### src/rtl/rfu.sv
// rfu - register-file unit for the RV32E core.
//
// Holds NREG architectural registers with two combinational read ports,
// one commit port shared by the LSU and the EXU, and a per-register busy
// scoreboard. The issue stage uses the scoreboard to detect RAW and WAW
// hazards.
//
// Ports:
//   clk                clock
//   rst                asynchronous reset, active low
//   rs1_addr/rs2_addr  read addresses
//   rs1_data/rs2_data  read data (combinational, with commit bypass)
//   rs1_busy/rs2_busy  addressed register still has a pending write
//   rsv_valid/rsv_addr/rsv_ready   destination reservation handshake
//   ex_valid/ex_addr/ex_data/ex_ready   EXU result write port
//   ld_valid/ld_addr/ld_data/ld_ready   LSU load write port (always ready)
//
// Only one commit happens per cycle, and the LSU has priority. x0 always
// reads as zero and is never marked busy.
module rfu #(
  parameter int unsigned XLEN = 32,
  parameter int unsigned NREG = 16,
  parameter int unsigned AW   = 4
) (
  input  logic            clk,
  input  logic            rst,
  input  logic [AW-1:0]   rs1_addr,
  input  logic [AW-1:0]   rs2_addr,
  output logic [XLEN-1:0] rs1_data,
  output logic [XLEN-1:0] rs2_data,
  output logic            rs1_busy,
  output logic            rs2_busy,
  input  logic            rsv_valid,
  input  logic [AW-1:0]   rsv_addr,
  output logic            rsv_ready,
  input  logic            ex_valid,
  input  logic [AW-1:0]   ex_addr,
  input  logic [XLEN-1:0] ex_data,
  output logic            ex_ready,
  input  logic            ld_valid,
  input  logic [AW-1:0]   ld_addr,
  input  logic [XLEN-1:0] ld_data,
  output logic            ld_ready
);

  logic [XLEN-1:0] regs [NREG];
  logic [NREG-1:0] busy;
  logic [NREG-1:0] busy_nxt;

  logic            commit_valid;
  logic [AW-1:0]   commit_addr;
  logic [XLEN-1:0] commit_data;
  logic            hit1;
  logic            hit2;
  logic            rsv_fire;

  // No commit can happen while reset is held, so the bypass is inactive.
  assign commit_valid = rst && (ld_valid || ex_valid);
  assign commit_addr  = ld_valid ? ld_addr : ex_addr;
  assign commit_data  = ld_valid ? ld_data : ex_data;

  assign ld_ready = 1'b1;
  assign ex_ready = rst && !ld_valid;

  assign hit1 = commit_valid && (commit_addr != '0) && (commit_addr == rs1_addr);
  assign hit2 = commit_valid && (commit_addr != '0) && (commit_addr == rs2_addr);

  assign rs1_data = hit1 ? commit_data :
                    (rs1_addr == '0) ? '0 : regs[rs1_addr];
  assign rs2_data = hit2 ? commit_data :
                    (rs2_addr == '0) ? '0 : regs[rs2_addr];

  assign rs1_busy = busy[rs1_addr] && !hit1;
  assign rs2_busy = busy[rs2_addr] && !hit2;

  assign rsv_ready = !rst || (rsv_addr == '0) || !busy[rsv_addr] ||
                     (commit_valid && (commit_addr == rsv_addr));
  assign rsv_fire  = rsv_valid && rsv_ready && (rsv_addr != '0);

  // The reservation is applied after the commit clear, so when both target
  // the same register in one cycle, it ends up busy.
  always_comb begin
    busy_nxt = busy;
    if (commit_valid) busy_nxt[commit_addr] = 1'b0;
    if (rsv_fire)     busy_nxt[rsv_addr]    = 1'b1;
    busy_nxt[0] = 1'b0;
  end

  always_ff @(posedge clk or negedge rst) begin
    if (!rst) begin
      for (int unsigned i = 0; i < NREG; i++) regs[i] <= '0;
      busy <= '0;
    end else begin
      if (commit_valid && (commit_addr != '0)) regs[commit_addr] <= commit_data;
      busy <= busy_nxt;
    end
  end

endmodule
### config.mk
export PLATFORM = sky130hd
export DESIGN_NAME = rfu
export DESIGN_NICKNAME = d
export VERILOG_FILES = /design/src/rtl/rfu.sv
export SDC_FILE = /design/constraint.sdc
export NUM_CORES = 1
export LEC_CHECK = 0
export CORE_MARGIN = 3
export CORE_UTILIZATION = 25
export DETAILED_ROUTE_END_ITERATION = 8
export PLACE_DENSITY = 0.5
export SYNTH_ARGS = -nofsm -noshare
export SYNTH_HDL_FRONTEND = slang
export SYNTH_SLANG_ARGS = --single-unit
### constraint.sdc
create_clock -name clk -period 3.8 [get_ports clk]
set_clock_uncertainty 0.15 [all_clocks]
set_input_delay 0.76 -clock clk [delete_from_list [all_inputs] [get_ports clk]]
set_output_delay 0.76 -clock clk [all_outputs]
set_load 0.05 [all_outputs]
## Yosys cells after proc, flatten, opt, wreduce, memory -nomap -nowiden

Cells that the tools add are included.

| operators by class | value |
|---|---|
| muxes and demuxes | 27 |
| order comparisons | 10 |
| eq/ne operators | 3 |
| bitwise operators | 6 |
| reductions and logical operators | 27 |

Operator list:

| kind | count |
|---|---|
| 512-bit bitwise mux | 1 |
| 32-bit 2-to-1 mux | 10 |
| 32-bit binary-select mux with 4-bit select | 2 |
| 32-bit demux with 4-bit select | 1 |
| 16-bit 2-to-1 mux | 2 |
| 4-bit by 5-bit less-than comparator with 1-bit output (second input constant) | 4 |
| 16-bit AND | 1 |
| 16-bit inverter | 1 |
| 16-bit OR | 1 |
| 5-bit >= comparator (second input constant) | 3 |
| 4-bit inverter with 5-bit output | 3 |
| 1-bit logical AND | 13 |
| 1-bit binary-select mux with 4-bit select | 3 |
| 4-bit equality test | 3 |
| 4-bit logical NOT | 3 |
| 1-bit demux with 4-bit select | 2 |
| 4-bit by 1-bit >= comparator with 1-bit output (second input constant) | 2 |
| 4-bit nonzero test | 2 |
| 1-bit logical NOT | 5 |
| 5-bit by 1-bit less-than comparator with 1-bit output (second input constant) | 1 |
| 1-bit 2-to-1 mux | 5 |
| 1-bit logical OR | 4 |
| 4-bit 2-to-1 mux | 1 |

| storage, ports and cells | value |
|---|---|
| flip-flop bits (word level) | 527 |
| output and inout port bits | 69 |
| logic and storage cells | 90 |

## Depth between registers and ports, before layout

| logic depth | value |
|---|---|
| word-level depth | 10 |
| mapped depth | 9 |
| gate-level depth less buffers | 6 |

## Worst setup path before layout

OpenSTA, ideal clock, no wires.

| timing | value |
|---|---|
| path type | in2out |
| from | input port rs1_addr[0] |
| to | output port rs1_data[10] |
| required time | 2.890 ns |
| path buffers | 4 |
| setup slack | 0.147 ns |
| stages on the path | 8 |
| arrival time | 2.743 ns |
| path through | buf_4 buf_6 buf_6 xnor2_1 nor4_1 nand2_1 clkbuf_1 o22ai_1 |

| on the way | value |
|---|---|
| word-level cells in the longest chain between the ends | 6 |

RTL lines:

| element | RTL line | RTL |
|---|---|---|
| start, declared | 27 | `input logic [AW-1:0] rs1_addr,` |
| 4-bit inverter with 5-bit output (not written as such) | 69 | `(rs1_addr == '0) ? '0 : regs[rs1_addr];` |
| 32-bit binary-select mux with 4-bit select | 69 |  |
| 32-bit 2-to-1 mux (not written as such) (2 in series) | 69 |  |
| 32-bit 2-to-1 mux | 69 |  |
| 32-bit 2-to-1 mux (*) | 68 | `assign rs1_data = hit1 ? commit_data :` |
| end, declared | 29 | `output logic [XLEN-1:0] rs1_data,` |

Mark *: on every way between the ends. The rest lies on a longest branch, timed or not. The select of a mux whose other input is x is not followed.

## Worst setup path in the final report

| timing | value |
|---|---|
| from | input port ex_addr[0] |
| to | output port rs2_data[19] |

| on the way | value |
|---|---|
| word-level cells in the longest chain between the ends | 5 |

RTL lines:

| element | RTL line | RTL |
|---|---|---|
| start, declared | 37 | `input logic [AW-1:0] ex_addr,` |
| 4-bit 2-to-1 mux (*) | 59 | `assign commit_addr = ld_valid ? ld_addr : ex_addr;` |
| 4-bit nonzero test | 66 | `assign hit2 = commit_valid && (commit_addr != '0) && (commit_addr == rs2_addr);` |
| 1-bit logical AND | 66 |  |
| 1-bit logical AND (*) | 66 |  |
| 32-bit 2-to-1 mux (*) | 70 | `assign rs2_data = hit2 ? commit_data :` |
| end, declared | 30 | `output logic [XLEN-1:0] rs2_data,` |

Mark *: on every way between the ends. The rest lies on a longest branch, timed or not.

==> flow_summary.toml <==
[clock_network]
h-tree-depth = 2
cts_tree = "built"
cts-buffers-inserted = 60
ctsRootBufferMaster = "clkbuf_16"
clock_latency_ps = 610
cts.sinks = 527
clockBufferDepth = 3
path_clk_slew_ps = 60

[die]
rows = 122
ioPinCount = 158
fp.dieH_um = 341
initial_core_util_pct = 25.3
fp.dieW_um = 341
core_area_um2 = 111000
dieArea_um2 = 116000

[logic_synthesis]
synth_nets = 2461
syn_area_um2 = 28100
syn_inst = 2372
synth.top_cells.by_area = "dfrtp_1, mux4_2, a21oi_1, nor2_1, buf_2"
yosysWarnings = 0
ys_seq_area_share_pct = 46.9
synth_edf_count = 0
syn_avg_cell_area_um2 = 11.8
async_reset_ff_share_pct = 100
yosysUniqueCellTypes = 44
synth_top_area_share_pct = 46.9
yosys_most_used_dff = "dfrtp_1"
ys_ff_latch = 527
synth_top_area_cell = "dfrtp_1"

[pwr]
p_leak_uw = 0.0137
power.density_nw_per_um2 = 629
peakVddDrop_mv = 0.374

[final_layout]
postLayoutCellArea_um2 = 34900
diodes = 0
num-fill-cells = 11300
finalCoreUtilization_pct = 31.4
fin_cells = 4029
layout-drive-gt1-share_pct = 28.3
syn2layout_area_growth_pct = 24.1
fin_nets = 2588

[critical_path]
critPathBufInv = 6
cp_max_fo = 5
cpLargestDelayFamily = "buffers and inverters"
crit_path_end_kind = "primary output"
critical_path.cell_chain = "clkdlybuf4s15_1 > mux2i_4 > buf_12 > xnor2_1 > nor4_1 > buf_4 > nand2_2 > o41ai_4 > buf_12 > bufbuf_16 > o22ai_2 > buf_12"
critical_path_required_ps = 2890
critical_path.most_common_cell = "buf_12"
start_kind = "input port"
critPathSlowestCell = "nor4_1"
critPathKind = "in2out"
critPathMaxStageDelay_ps = 320
critPathArrivalTime_ps = 2810

[global_routing]
grt_pass1_vias = 20400
gr-total-overflow = 0
antenna_found_initial = 0
grt_max_degree = 151
grt_pass1_wl_um = 136000
grtUsageTotal_pct = 15.4

[placement]
dp_cells = 3920
io_buffer_count = 156
hpwl_um = 58200
gp_congestion = 0.772
placed_area_um2 = 32700

[run]
max_cap_violations = 0

[timing]
hold_viol = 0
drv_slew = 0
worstMarginPinSlew_ps = 1000
max_slew_margin_pct = 33.3
fmax_ghz = 0.269
rsz0062_at_grt = "false"
setup_viol = 0
finalCritPeriodShare_pct = 97.9
min_period_ps = 3720

[routing]
drt-pass1-iter-count = 7
drt_iter0_drc = 1410
drc_errors = 0
vias_per_cell = 4.93
wire_per_inst_um = 22.3
antenna_left = 0
via_count = 19900
wirelength_um = 89700

[hold_path]
min_path_type = "in2async"

[outcome]
status = "completed"
routing by layer:
layer	share of wire [%]	wire [µm]	vias up	GRT usage, %
met5	0	0	-	0
met2	47	42000	542	24.7
met4	2.7	2460	0	4.28
met1	45	40000	10200	21.6
li1	-	-	8954	-
met3	5.8	5240	111	2.65
synth_stat cells (3+ instances only):
cell type / number
nand2_1: 43
buf_2: 105
nor2b_1: 4
buf_4: 26
xnor2_1: 8
buf_1: 6
inv_1: 16
dfrtp_1: 527
mux2i_1: 34
nor3_2: 5
clkinv_1: 63
mux4_2: 331
o22ai_1: 64
a21oi_1: 450
clkbuf_1: 113
nand2b_1: 5
nor3_1: 9
nor2_1: 458
o21ai_0: 17
buf_6: 20
xor2_1: 3
o21ai_1: 18
a32o_1: 15
per-stage QoR:
step | total power, µW | hold slack, ps | setup WS (ps) | TNS, ps
finish | 21900 | 57.7 | 78.1 | 0
global route | 23200 | 79.1 | 4.39 | 0
CTS | 22200 | 77.8 | 1.56 | 0
detailed placement | 16200 | 233 | -132 | -3340
global placement | 16000 | 228 | -75.0 | -1120
floorplan | 13400 | 291 | 147 | 0
worst paths after layout:
check / endpoint / slack, ps / from / cells after the start
max: rs2_data[19] / 80 / ex_addr[0] / 12
min: busy[9] / 60 / rst / 2
max reg2reg: busy[6] / 1750 / busy[1] / 7
min reg2reg: regs[486] / 240 / regs[486] / 0
max in group asynchronous: regs[41] / 1930 / rst / 3
min in group clk: regs[486] / 240 / regs[486] / 0
worst reg2reg max path: cells and delay by family, from the launching register on:
| family | cells | cell delay (ps) |
|---|---|---|
| AO/OA/AOI/OAI | 4 | 890 |
| flip-flops | 1 | 400 |
| buffers and inverters | 1 | 260 |
| AND/OR/NAND/NOR | 1 | 150 |
| multiplexers | 1 | 90 |
area by class of cell:
class                   count  area [µm²]  area share (%)
multi-input cells        1494       13400            38.5
inverters                  81         304           0.872
clock inverters            16         238           0.682
repair buffers            335        4100            11.8
well taps                1488        1860            5.34
clock buffers              88        1740            4.98
flip-flops and latches    527       13200            37.8
kinds of logic (layout without fill, tap and decap cells):
| group | count (synthesis) | count (layout) | share of synthesized area [%] |
|---|---|---|---|
| XOR/XNOR | 11 | 11 | 0.343 |
| AO/OA/AOI/OAI | 575 | 575 | 11.0 |
| other | 1 | 1 | 0.0133 |
| flip-flops | 527 | 527 | 46.9 |
| buffers and inverters | 351 | 520 | 6.04 |
| multiplexers | 371 | 371 | 28.1 |
| AND/OR/NAND/NOR | 536 | 536 | 7.58 |
registers in the layout, summed over array words and instances (netlist names):
signal / flops
regs: 512
busy: 15
what timing repair did:
action                                  4_1_cts  5_1_grt
hold buffers                                  0        0
buffers inserted                              4        1
pin swaps                                     2        1
endpoints found under the hold margin         0        0
resized for setup                            22       10
endpoints found under the setup margin       61       48
cloned                                        1        0
layout by cell type (no fill, tap or decap), drive strengths merged, types with 35 or more instances in the layout:
cell type / count
nand2: 43
nor2: 458
a21oi: 451
clkbuf: 89
dfrtp: 527
o21ai: 35
mux4: 331
mux2i: 38
clkdlybuf4s50: 71
o22ai: 64
buf: 254
clkinv: 70
power breakdown:
group / total [µW] / switching, µW / internal, µW / leakage (µW)
combinational: 7500 / 3530 / 3970 / 0.00651
clock: 5860 / 2430 / 3430 / 0.000958
sequential: 8580 / 1250 / 7330 / 0.00625
total: 21900 / 7210 / 14700 / 0.0137
Note: power is estimated with default switching activity, not from simulation.
